**src/rtl/sdram_responder_if.sv**
```systemverilog
// Host request/response and SDRAM pin bundle for the SDRAM responder.
interface sdram_responder_if;
    logic [23:0] address;
    logic        write;
    logic        read;
    logic [15:0] dataIn;
    logic        busy;
    logic [15:0] dataOut;
    logic        readReady;
    logic        sdramCke;
    logic        sdramCsN;
    logic        sdramRasN;
    logic        sdramCasN;
    logic        sdramWeN;
    logic [1:0]  sdramBa;
    logic [12:0] sdramAddr;
    logic [1:0]  sdramDqm;
    logic [15:0] sdramDqOut;
    logic        sdramDqOe;
    logic [15:0] sdramDqIn;

    // Responder side: takes host requests and drives the SDRAM pins.
    modport slave (
        input  address, write, read, dataIn, sdramDqIn,
        output busy, dataOut, readReady,
        output sdramCke, sdramCsN, sdramRasN, sdramCasN, sdramWeN,
        output sdramBa, sdramAddr, sdramDqm, sdramDqOut, sdramDqOe
    );

    // Host/memory-model side.
    modport master (
        output address, write, read, dataIn, sdramDqIn,
        input  busy, dataOut, readReady,
        input  sdramCke, sdramCsN, sdramRasN, sdramCasN, sdramWeN,
        input  sdramBa, sdramAddr, sdramDqm, sdramDqOut, sdramDqOe
    );
endinterface

```
**src/rtl/sdram_responder.sv**
```systemverilog
// Single-word SDRAM controller: power-up init, periodic auto refresh,
// and one auto-precharged read or write per accepted request.
module sdram_responder #(
    parameter int unsigned T_INIT           = 10000,
    parameter int unsigned T_RCD            = 2,
    parameter int unsigned T_RP             = 2,
    parameter int unsigned T_RC             = 7,
    parameter int unsigned CAS_LATENCY      = 2,   // 2 or 3 only
    parameter int unsigned REFRESH_INTERVAL = 780
) (
    input  logic             memClk,
    input  logic             reset,
    sdram_responder_if.slave bus
);
    localparam int unsigned WAIT_W = $clog2(T_INIT + T_RC + T_RP + T_RCD + CAS_LATENCY + 2);
    localparam int unsigned RC_W   = $clog2(T_RC + 1);
    localparam int unsigned REF_W  = $clog2(REFRESH_INTERVAL + 1);

    localparam logic [REF_W-1:0] REF_RELOAD = REF_W'(REFRESH_INTERVAL - 1);
    localparam logic [12:0]      MODE_WORD  = {3'b000, 1'b0, 2'b00, 3'(CAS_LATENCY), 1'b0, 3'b000};

    // {RAS_N, CAS_N, WE_N}; CS_N is held low so NOP is 3'b111
    localparam logic [2:0] CMD_NOP = 3'b111;
    localparam logic [2:0] CMD_ACT = 3'b011;
    localparam logic [2:0] CMD_RD  = 3'b101;
    localparam logic [2:0] CMD_WR  = 3'b100;
    localparam logic [2:0] CMD_PRE = 3'b010;
    localparam logic [2:0] CMD_REF = 3'b001;
    localparam logic [2:0] CMD_MRS = 3'b000;

    typedef enum logic [3:0] {
        S_INIT_WAIT, S_INIT_PRE, S_INIT_REF1, S_INIT_REF2, S_INIT_MRS,
        S_IDLE, S_REFRESH, S_ACTIVATE, S_RDWR, S_CAS_WAIT, S_RECOVER
    } state_t;

    state_t            r_state, w_state;
    logic [WAIT_W-1:0] r_wait, w_wait;
    logic [RC_W-1:0]   r_rc, w_rc;
    logic [REF_W-1:0]  r_ref_cnt, w_ref_cnt;
    logic              r_ref_pending, w_ref_pending;
    logic              w_ref_hit, w_serve_ref, w_init_done, w_in_init;
    logic              r_is_write, w_is_write;
    logic [1:0]        r_lat_ba, w_lat_ba;
    logic [8:0]        r_lat_col, w_lat_col;
    logic [15:0]       r_lat_data, w_lat_data;
    logic              r_cke;
    logic              r_cs_n;
    logic [2:0]        r_cmd, w_cmd;
    logic [1:0]        r_ba, w_ba;
    logic [12:0]       r_addr, w_addr;
    logic [1:0]        r_dqm, w_dqm;
    logic [15:0]       r_dq_out, w_dq_out;
    logic              r_dq_oe, w_dq_oe;
    logic [15:0]       r_data_out, w_data_out;
    logic              r_read_ready, w_read_ready;
    logic              w_busy;

    // Next state, timers, refresh bookkeeping and the command to register.
    always_comb begin
        w_state       = r_state;
        w_wait        = r_wait;
        w_rc          = (r_rc != '0) ? r_rc - RC_W'(1) : r_rc;
        w_ref_hit     = (r_ref_cnt == '0);
        w_ref_cnt     = w_ref_hit ? REF_RELOAD : r_ref_cnt - REF_W'(1);
        w_serve_ref   = 1'b0;
        w_init_done   = 1'b0;
        w_is_write    = r_is_write;
        w_lat_ba      = r_lat_ba;
        w_lat_col     = r_lat_col;
        w_lat_data    = r_lat_data;
        w_cmd         = CMD_NOP;
        w_ba          = '0;
        w_addr        = '0;
        w_dq_out      = '0;
        w_dq_oe       = 1'b0;
        w_data_out    = r_data_out;
        w_read_ready  = 1'b0;

        case (r_state)
            S_INIT_WAIT: begin
                if (r_wait == '0) begin
                    w_state = S_INIT_PRE;
                    w_cmd   = CMD_PRE;
                    w_addr  = 13'h0400;
                    w_wait  = WAIT_W'(T_RP - 1);
                end else begin
                    w_wait = r_wait - WAIT_W'(1);
                end
            end
            S_INIT_PRE: begin
                if (r_wait == '0) begin
                    w_state = S_INIT_REF1;
                    w_cmd   = CMD_REF;
                    w_wait  = WAIT_W'(T_RC - 1);
                end else begin
                    w_wait = r_wait - WAIT_W'(1);
                end
            end
            S_INIT_REF1: begin
                if (r_wait == '0) begin
                    w_state = S_INIT_REF2;
                    w_cmd   = CMD_REF;
                    w_wait  = WAIT_W'(T_RC - 1);
                end else begin
                    w_wait = r_wait - WAIT_W'(1);
                end
            end
            S_INIT_REF2: begin
                if (r_wait == '0) begin
                    w_state = S_INIT_MRS;
                    w_cmd   = CMD_MRS;
                    w_addr  = MODE_WORD;
                    w_wait  = WAIT_W'(1);
                end else begin
                    w_wait = r_wait - WAIT_W'(1);
                end
            end
            S_INIT_MRS: begin
                if (r_wait == '0) begin
                    w_state     = S_IDLE;
                    w_init_done = 1'b1;
                end else begin
                    w_wait = r_wait - WAIT_W'(1);
                end
            end
            S_IDLE: begin
                if (r_ref_pending) begin
                    w_state     = S_REFRESH;
                    w_cmd       = CMD_REF;
                    w_rc        = RC_W'(T_RC - 1);
                    w_serve_ref = 1'b1;
                end else if (bus.write || bus.read) begin
                    w_state    = S_ACTIVATE;
                    w_cmd      = CMD_ACT;
                    w_ba       = bus.address[23:22];
                    w_addr     = bus.address[21:9];
                    w_rc       = RC_W'(T_RC - 1);
                    w_wait     = WAIT_W'(T_RCD - 1);
                    w_is_write = bus.write;
                    w_lat_ba   = bus.address[23:22];
                    w_lat_col  = bus.address[8:0];
                    w_lat_data = bus.dataIn;
                end
            end
            S_REFRESH: begin
                w_state = S_RECOVER;
                w_wait  = WAIT_W'(T_RP - 1);
            end
            S_ACTIVATE: begin
                if (r_wait == '0) begin
                    w_state  = S_RDWR;
                    w_cmd    = r_is_write ? CMD_WR : CMD_RD;
                    w_ba     = r_lat_ba;
                    w_addr   = {2'b00, 1'b1, 1'b0, r_lat_col};
                    w_dq_oe  = r_is_write;
                    w_dq_out = r_is_write ? r_lat_data : 16'h0000;
                end else begin
                    w_wait = r_wait - WAIT_W'(1);
                end
            end
            S_RDWR: begin
                if (r_is_write) begin
                    w_state = S_RECOVER;
                    w_wait  = WAIT_W'(T_RP - 1);
                end else begin
                    w_state = S_CAS_WAIT;
                    w_wait  = WAIT_W'(CAS_LATENCY);
                end
            end
            S_CAS_WAIT: begin
                if (r_wait == '0) begin
                    w_state      = S_RECOVER;
                    w_wait       = WAIT_W'(T_RP - 1);
                    w_data_out   = bus.sdramDqIn;
                    w_read_ready = 1'b1;
                end else begin
                    w_wait = r_wait - WAIT_W'(1);
                end
            end
            S_RECOVER: begin
                if (r_wait != '0) begin
                    w_wait = r_wait - WAIT_W'(1);
                end else if (r_rc == '0) begin
                    w_state = S_IDLE;
                end
            end
            default: w_state = S_INIT_WAIT;
        endcase

        w_in_init = (w_state == S_INIT_WAIT) || (w_state == S_INIT_PRE) ||
                    (w_state == S_INIT_REF1) || (w_state == S_INIT_REF2) ||
                    (w_state == S_INIT_MRS);
        w_dqm     = w_in_init ? 2'b11 : 2'b00;

        // A fresh interval expiring wins over serving the old one; init clears everything.
        if (w_init_done) begin
            w_ref_pending = 1'b0;
        end else begin
            w_ref_pending = w_ref_hit | (r_ref_pending & ~w_serve_ref);
        end
    end

    // State, timers and all registered outputs.
    always_ff @(posedge memClk or posedge reset) begin
        if (reset) begin
            r_state       <= S_INIT_WAIT;
            r_wait        <= WAIT_W'(T_INIT - 1);
            r_rc          <= '0;
            r_ref_cnt     <= REF_RELOAD;
            r_ref_pending <= 1'b0;
            r_is_write    <= 1'b0;
            r_lat_ba      <= '0;
            r_lat_col     <= '0;
            r_lat_data    <= '0;
            r_cke         <= 1'b0;
            r_cs_n        <= 1'b0;
            r_cmd         <= CMD_NOP;
            r_ba          <= '0;
            r_addr        <= '0;
            r_dqm         <= 2'b11;
            r_dq_out      <= '0;
            r_dq_oe       <= 1'b0;
            r_data_out    <= '0;
            r_read_ready  <= 1'b0;
        end else begin
            r_state       <= w_state;
            r_wait        <= w_wait;
            r_rc          <= w_rc;
            r_ref_cnt     <= w_ref_cnt;
            r_ref_pending <= w_ref_pending;
            r_is_write    <= w_is_write;
            r_lat_ba      <= w_lat_ba;
            r_lat_col     <= w_lat_col;
            r_lat_data    <= w_lat_data;
            r_cke         <= 1'b1;
            r_cs_n        <= 1'b0;
            r_cmd         <= w_cmd;
            r_ba          <= w_ba;
            r_addr        <= w_addr;
            r_dqm         <= w_dqm;
            r_dq_out      <= w_dq_out;
            r_dq_oe       <= w_dq_oe;
            r_data_out    <= w_data_out;
            r_read_ready  <= w_read_ready;
        end
    end

    // busy reflects live strobes so a host never sees an accepted-looking idle cycle.
    assign w_busy = (r_state != S_IDLE) | r_ref_pending | bus.read | bus.write;

    assign bus.busy       = w_busy;
    assign bus.dataOut    = r_data_out;
    assign bus.readReady  = r_read_ready;
    assign bus.sdramCke   = r_cke;
    assign bus.sdramCsN   = r_cs_n;
    assign bus.sdramRasN  = r_cmd[2];
    assign bus.sdramCasN  = r_cmd[1];
    assign bus.sdramWeN   = r_cmd[0];
    assign bus.sdramBa    = r_ba;
    assign bus.sdramAddr  = r_addr;
    assign bus.sdramDqm   = r_dqm;
    assign bus.sdramDqOut = r_dq_out;
    assign bus.sdramDqOe  = r_dq_oe;
endmodule

```
**src/flat_wrapper.sv**
```systemverilog
// flat-port wrapper written by rule: the top's interface ports become plain ports
module sdram_responder_flat 
#(
    parameter int unsigned T_INIT           = 10000,
    parameter int unsigned T_RCD            = 2,
    parameter int unsigned T_RP             = 2,
    parameter int unsigned T_RC             = 7,
    parameter int unsigned CAS_LATENCY      = 2,                 
    parameter int unsigned REFRESH_INTERVAL = 780
)
  (memClk, reset, bus_address, bus_write, bus_read, bus_dataIn, bus_sdramDqIn, bus_busy, bus_dataOut, bus_readReady, bus_sdramCke, bus_sdramCsN, bus_sdramRasN, bus_sdramCasN, bus_sdramWeN, bus_sdramBa, bus_sdramAddr, bus_sdramDqm, bus_sdramDqOut, bus_sdramDqOe);
  sdram_responder_if bus_i ();
  input  logic memClk;
  input  logic reset;
  input wire logic [$bits(bus_i.address)-1:0] bus_address;
  input wire logic [$bits(bus_i.write)-1:0] bus_write;
  input wire logic [$bits(bus_i.read)-1:0] bus_read;
  input wire logic [$bits(bus_i.dataIn)-1:0] bus_dataIn;
  input wire logic [$bits(bus_i.sdramDqIn)-1:0] bus_sdramDqIn;
  output wire logic [$bits(bus_i.busy)-1:0] bus_busy;
  output wire logic [$bits(bus_i.dataOut)-1:0] bus_dataOut;
  output wire logic [$bits(bus_i.readReady)-1:0] bus_readReady;
  output wire logic [$bits(bus_i.sdramCke)-1:0] bus_sdramCke;
  output wire logic [$bits(bus_i.sdramCsN)-1:0] bus_sdramCsN;
  output wire logic [$bits(bus_i.sdramRasN)-1:0] bus_sdramRasN;
  output wire logic [$bits(bus_i.sdramCasN)-1:0] bus_sdramCasN;
  output wire logic [$bits(bus_i.sdramWeN)-1:0] bus_sdramWeN;
  output wire logic [$bits(bus_i.sdramBa)-1:0] bus_sdramBa;
  output wire logic [$bits(bus_i.sdramAddr)-1:0] bus_sdramAddr;
  output wire logic [$bits(bus_i.sdramDqm)-1:0] bus_sdramDqm;
  output wire logic [$bits(bus_i.sdramDqOut)-1:0] bus_sdramDqOut;
  output wire logic [$bits(bus_i.sdramDqOe)-1:0] bus_sdramDqOe;
  assign bus_i.address = bus_address;
  assign bus_i.write = bus_write;
  assign bus_i.read = bus_read;
  assign bus_i.dataIn = bus_dataIn;
  assign bus_i.sdramDqIn = bus_sdramDqIn;
  assign bus_busy = bus_i.busy;
  assign bus_dataOut = bus_i.dataOut;
  assign bus_readReady = bus_i.readReady;
  assign bus_sdramCke = bus_i.sdramCke;
  assign bus_sdramCsN = bus_i.sdramCsN;
  assign bus_sdramRasN = bus_i.sdramRasN;
  assign bus_sdramCasN = bus_i.sdramCasN;
  assign bus_sdramWeN = bus_i.sdramWeN;
  assign bus_sdramBa = bus_i.sdramBa;
  assign bus_sdramAddr = bus_i.sdramAddr;
  assign bus_sdramDqm = bus_i.sdramDqm;
  assign bus_sdramDqOut = bus_i.sdramDqOut;
  assign bus_sdramDqOe = bus_i.sdramDqOe;
  sdram_responder #(.T_INIT(T_INIT), .T_RCD(T_RCD), .T_RP(T_RP), .T_RC(T_RC), .CAS_LATENCY(CAS_LATENCY), .REFRESH_INTERVAL(REFRESH_INTERVAL)) u_core (.memClk(memClk), .reset(reset), .bus(bus_i));
endmodule
```
**config.mk**
```make
export PLATFORM = sky130hd
export DESIGN_NAME = sdram_responder_flat
export DESIGN_NICKNAME = d
export VERILOG_FILES = /design/src/rtl/sdram_responder_if.sv /design/src/rtl/sdram_responder.sv /design/src/flat_wrapper.sv
export SDC_FILE = /design/constraint.sdc
export NUM_CORES = 1
export LEC_CHECK = 0
export ABC_CLOCK_PERIOD_IN_PS = 6000
export CAP_MARGIN = 20
export CORE_UTILIZATION = 44
export DETAILED_ROUTE_END_ITERATION = 12
export GPL_TIMING_DRIVEN = 1
export PLACE_DENSITY_LB_ADDON = 0.2
export SETUP_SLACK_MARGIN = 0.02
export SLEW_MARGIN = 20
export SYNTH_ARGS = -nofsm -noshare
export SYNTH_HDL_FRONTEND = slang
export SYNTH_SLANG_ARGS = --single-unit
```
**constraint.sdc**
```tcl
create_clock -name memClk -period 6 [get_ports memClk]
set_input_delay 1.8 -clock memClk [delete_from_list [all_inputs] [get_ports memClk]]
set_output_delay 1.8 -clock memClk [all_outputs]
set_load 0.02 [all_outputs]
```
Word-level counts from Yosys, hierarchy flattened
Cells that the tools add are included.

Add/sub/neg operators: 3. Multiply operators: 0. Divide/modulo/power cells: 0. Magnitude comparators: 0. Equality and inequality tests: 19. Shifts and indexed selects: 0. Muxes and demuxes: 56. Bitwise operators: 7. Reductions and logical operators: 19.

Operators with widths (count): $pmux W14 S7 (1); $mux W14 (6); $pmux W13 S4 (1); $mux W16 (3); $mux W4 (11); $pmux W4 S11 (1); $mux W3 (10); $mux W13 (2); $mux W11 (2); $eq A4 B3 Y1 const B (5); $eq A4 B2 Y1 const B (4); $pmux W3 S5 (1); $logic_not A14 Y1 (1); $reduce_bool A14 Y1 (1); $sub A14 B1 Y14 const B (1); $eq A4 B4 Y1 const B (3); $mux W2 (6); $logic_not A10 Y1 (1); $mux W10 (1); $sub A10 B1 Y10 const B (1); $mux W1 (9); $eq A4 B1 Y1 const B (2); $logic_not A4 Y1 (2); $reduce_bool A7 Y1 (1); 17 further kinds (28).

Register bits after elaboration: 115. Latch bits: 0. RAM bits: 0. ROM bits: 0. Input port bits: 60. Output and inout port bits: 57. Logic and storage cells: 122. Memories kept: 0.

Logic depth before layout (Yosys ltp)
Depth in word-level cells: 10. Depth in mapped cells: 10. Gate-level depth less buffers: 8.

Worst setup path before layout
No wires, ideal clock.

Path kind: input to output. From: in bus_write. To: out bus_busy. Arrival time: 2073 ps. Path slack: 2127 ps. Cell stages on the path: 2. Buffers on the path: 0. Cells stage by stage: nor2_1 -> nand2_1.

Longest elaborated chain between the ends: 1.

RTL lines: start: declaration (RTL line flat_wrapper.sv:16) `input wire logic [$bits(bus_i.write)-1:0] bus_write;`; $or A1 B1 Y1 (RTL line sdram_responder.sv:249) `assign w_busy = (r_state != S_IDLE) | r_ref_pending | bus.read | bus.write;`; end: declaration (RTL line flat_wrapper.sv:20) `output wire logic [$bits(bus_i.busy)-1:0] bus_busy;`.

No other way between the ends.

Worst setup path after layout
Same ends and word-level chain as after synthesis.

==> flow_metrics.py <==
metrics = {
    "place": {
        "dpl_hpwl_microns": 7770,
        "detailedPlace.worstSlack_ns": 1.06,
        "placement.io_buffers": 115,
        "dp_cells": 701,
        "placement.cell_area_sq_mm": 0.00629,
        "gp_congestion": 0.882,
    },
    "floorplan": {
        "die_w_microns": 109,
        "core_area_sq_mm": 0.0110,
        "die_outline_height_microns": 109,
        "die_area_sq_mm": 0.0119,
        "core.rowCount": 38,
        "initial_utilization": 0.459,
        "io-pin-count": 117,
    },
    "pwr": {
        "internal-power_mw": 1.94,
        "combinational_power_share": 0.210,
        "finalPower_mw": 2.72,
        "max-vdd-ir-drop_uv": 241,
        "power_density_mw_per_mm2": 394,
        "power.share.clock": 0.380,
        "switching_power_mw": 0.783,
        "p_leak_nw": 2.97,
        "sw_frac_of_total": 0.288,
        "sequentialPowerShare": 0.410,
    },
    "setup_path": {
        "timing.critical_path.fanout_max": 4,
        "path_buf_inv": 2,
        "worst-endpoint-arrival_ns": 3.15,
        "r2r_slack_ns": 2.79,
        "path_delay_family": "buffers and inverters",
        "worstPathCellList": "clkdlybuf4s50_1, nor2_1, nand2_1, clkdlybuf4s50_1",
        "timing.rr.end": "u_core.r_wait[5]",
        "slowest_delay_ns": 0.55,
        "worst_setup_path_start_kind": "primary input",
        "cp_slowest_cell": "clkdlybuf4s50_1",
        "endpoint_kind": "output port",
        "worst_ep_required_time_ns": 4.20,
        "path_class": "primary input to output port",
        "rr_worst_depth": 8,
        "critical-path-top-cell-by-count": "clkdlybuf4s50_1",
        "rr_startpoint": "u_core.r_wait[0]",
    },
    "logic_synthesis": {
        "ys_seq_area_frac": 0.571,
        "post_synth_inst_count": 467,
        "synth_enable_flop_cells": 0,
        "avgSynthCellArea_sq_um": 10.8,
        "netlist_area_before_placement_sq_mm": 0.00504,
        "yosys.area.top_type": "dfrtp_1",
        "synth.top_cells.by_area": "dfrtp_1, dfstp_2, mux2_2",
        "async_reset_ff_frac": 1.00,
        "synth_warnings": 0,
        "synth_flop_cell": "dfrtp_1",
        "synthesized_net_count": 533,
        "synth_top_area_share": 0.482,
        "postSynthRegisterBits": 114,
        "ys_types": 55,
    },
    "cells_and_area": {
        "final_area_sq_mm": 0.00690,
        "layout.cells.most_common": "clkdlybuf4s50_1",
        "area.sequential_sq_mm": 0.00287,
        "multi_input_area_sq_mm": 0.00199,
        "insertedDiodeCount": 0,
        "postLayoutCoreUtil": 0.628,
        "layout.nets": 646,
        "syn_to_final_growth_pct": 37.0,
        "finalNonFillerCells": 733,
        "layout-drive-gt1-share": 0.167,
        "fillers": 920,
        "layout.cells.most_common_list": "clkdlybuf4s50_1, dfrtp_1, nand2_1",
    },
    "cts": {
        "clock_insertion_delay_worst_skew_ns": 0.41,
        "cts.reportedPaths.clkPinSlew_ns": 0.05,
        "clock_tree_from_tritoncts": "built",
        "ctsHoldBuffers": 0,
        "cts.repair.resized": 0,
        "cts_htree_levels": 4,
        "clock_tree.buffer_depth": 2,
        "clock_root_buffer_master": "clkbuf_16",
        "tritoncts_num_sinks": 114,
        "cts_post_setup_buffers_inserted": 0,
        "cts_buffers": 17,
    },
    "global_route": {
        "antenna_found_initial": 0,
        "grt_start_max_net_pins": 53,
        "globalRouteTotalUtil": 0.213,
        "grt_pass1_wl_microns": 18800,
        "global_route.overflow_total": 0,
        "first_global_vias": 3959,
    },
    "sta": {
        "worst_pin_slew_ns": 1.02,
        "max-slew-margin-rel": 0.319,
        "timing.final.setup_violations": 0,
        "finalWorstPathRequiredPeriod_ns": 4.95,
        "grt_setup_unrepaired": "false",
        "fmax_ghz": 0.202,
        "final_hold_viol_count": 0,
        "maximum_clock_skew_at_final_layout_ns": 0.00639,
        "drv_slew": 0,
        "timing.setup.tns_ns": 0,
        "finalWorstSetupSlack_ns": 1.05,
        "finalHoldWorstSlack_ns": 0.455,
        "final_cycle_share": 0.825,
    },
    "detailed_routing": {
        "avgRoutedWirePerCell_microns": 15.7,
        "routed-wl-met2_microns": 5590,
        "met3_wirelength_microns": 1120,
        "initialDrtViolationCount": 183,
        "drt.antenna.violating_nets": 0,
        "wire_length_on_met1_microns": 4640,
        "first_pass_iters": 5,
        "num_vias": 3871,
        "detail_route.vias_per_cell": 5.28,
        "routed_wirelength_microns": 11500,
        "route.top_layer_used": "met4",
        "number_of_remaining_drc_errors": 0,
    },
    "hold_path": {
        "holdCritPathClass": "flop to flop",
        "hold_path_depth": 1,
        "min_to": "u_core.r_ref_cnt[0]",
        "worstHoldStart": "u_core.r_ref_cnt[0]",
    },
    "status": {
        "run_status": "complete, no violations",
    },
    "flow_run": {
        "max_cap_viol_count": 0,
    },
}
## cells by family after synthesis
group           count (synthesis)  synth area share
xor+xnor                       18            0.0313
other cells                     2           0.00149
compound gates                 66            0.0914
flops                         114             0.571
buf+inv                        41            0.0350
simple gates                  190             0.189
fa+ha+maj                       6            0.0149
mux                            30            0.0663
## area by class of cell
class | count | area share
Inverter | 15 | 0.00852
Clock buffer | 20 | 0.0662
Sequential cell | 114 | 0.417
Tap cell | 140 | 0.0254
Timing Repair Buffer | 120 | 0.172
Clock inverter | 12 | 0.0225
Multi-Input combinational cell | 312 | 0.289
## sequential cells by signal (all words and copies together), names as in the netlist, 2 cells and up
name,count
u_core.bus.dataOut,16
u_core.bus.sdramAddr,13
u_core.bus.sdramBa,2
u_core.bus.sdramDqOut,16
u_core.r_cmd,3
u_core.r_lat_ba,2
u_core.r_lat_col,9
u_core.r_lat_data,16
u_core.r_rc,3
u_core.r_ref_cnt,10
u_core.r_state,4
u_core.r_wait,14
## power groups by stage
stage / Combinational (mW) / Sequential, mW / Clock [mW]
2_1_floorplan: 0.459 / 1.06 / 0
3_3_place_gp: 0.551 / 1.11 / 0
3_5_place_dp: 0.569 / 1.12 / 0
4_1_cts: 0.577 / 1.11 / 1.05
5_1_grt: 0.635 / 1.14 / 1.08
6_report: 0.571 / 1.11 / 1.03
## Yosys cell counts, types with 3 or more instances
| master | count |
|---|---|
| nor4_1 | 8 |
| xnor2_1 | 13 |
| nor3_1 | 13 |
| inv_1 | 14 |
| dfrtp_1 | 97 |
| mux2_2 | 27 |
| ha_1 | 6 |
| o211ai_1 | 7 |
| nand2_1 | 67 |
| or4_4 | 4 |
| and2_1 | 22 |
| mux2i_1 | 3 |
| or2_2 | 8 |
| or3_1 | 6 |
| nand3_1 | 10 |
| buf_2 | 6 |
| nor2_1 | 37 |
| a21oi_1 | 18 |
| o21ai_0 | 9 |
| a22o_1 | 12 |
| clkbuf_1 | 16 |
| dfstp_2 | 17 |
| xor2_1 | 5 |
## layer usage
layer | global-route usage | vias to the layer above
met5 | 0 | -
met4 | 0.0888 | 0
met3 | 0.0855 | 16
met2 | 0.355 | 158
met1 | 0.242 | 1876
li1 | - | 1821
## worst max path at each step
stage / from / to / slack, ns / depth (start not counted)
final: bus_write / bus_busy / 1.05 / 4
after detailed placement: bus_write / bus_busy / 1.06 / 4
after global routing: bus_write / bus_busy / 1.00 / 4
after global placement: bus_write / bus_busy / 1.13 / 4
after floorplan: reset / u_core.bus.dataOut[0] / 1.21 / 1
after CTS: bus_write / bus_busy / 1.06 / 4
Note: power is estimated with default switching activity, not from simulation.
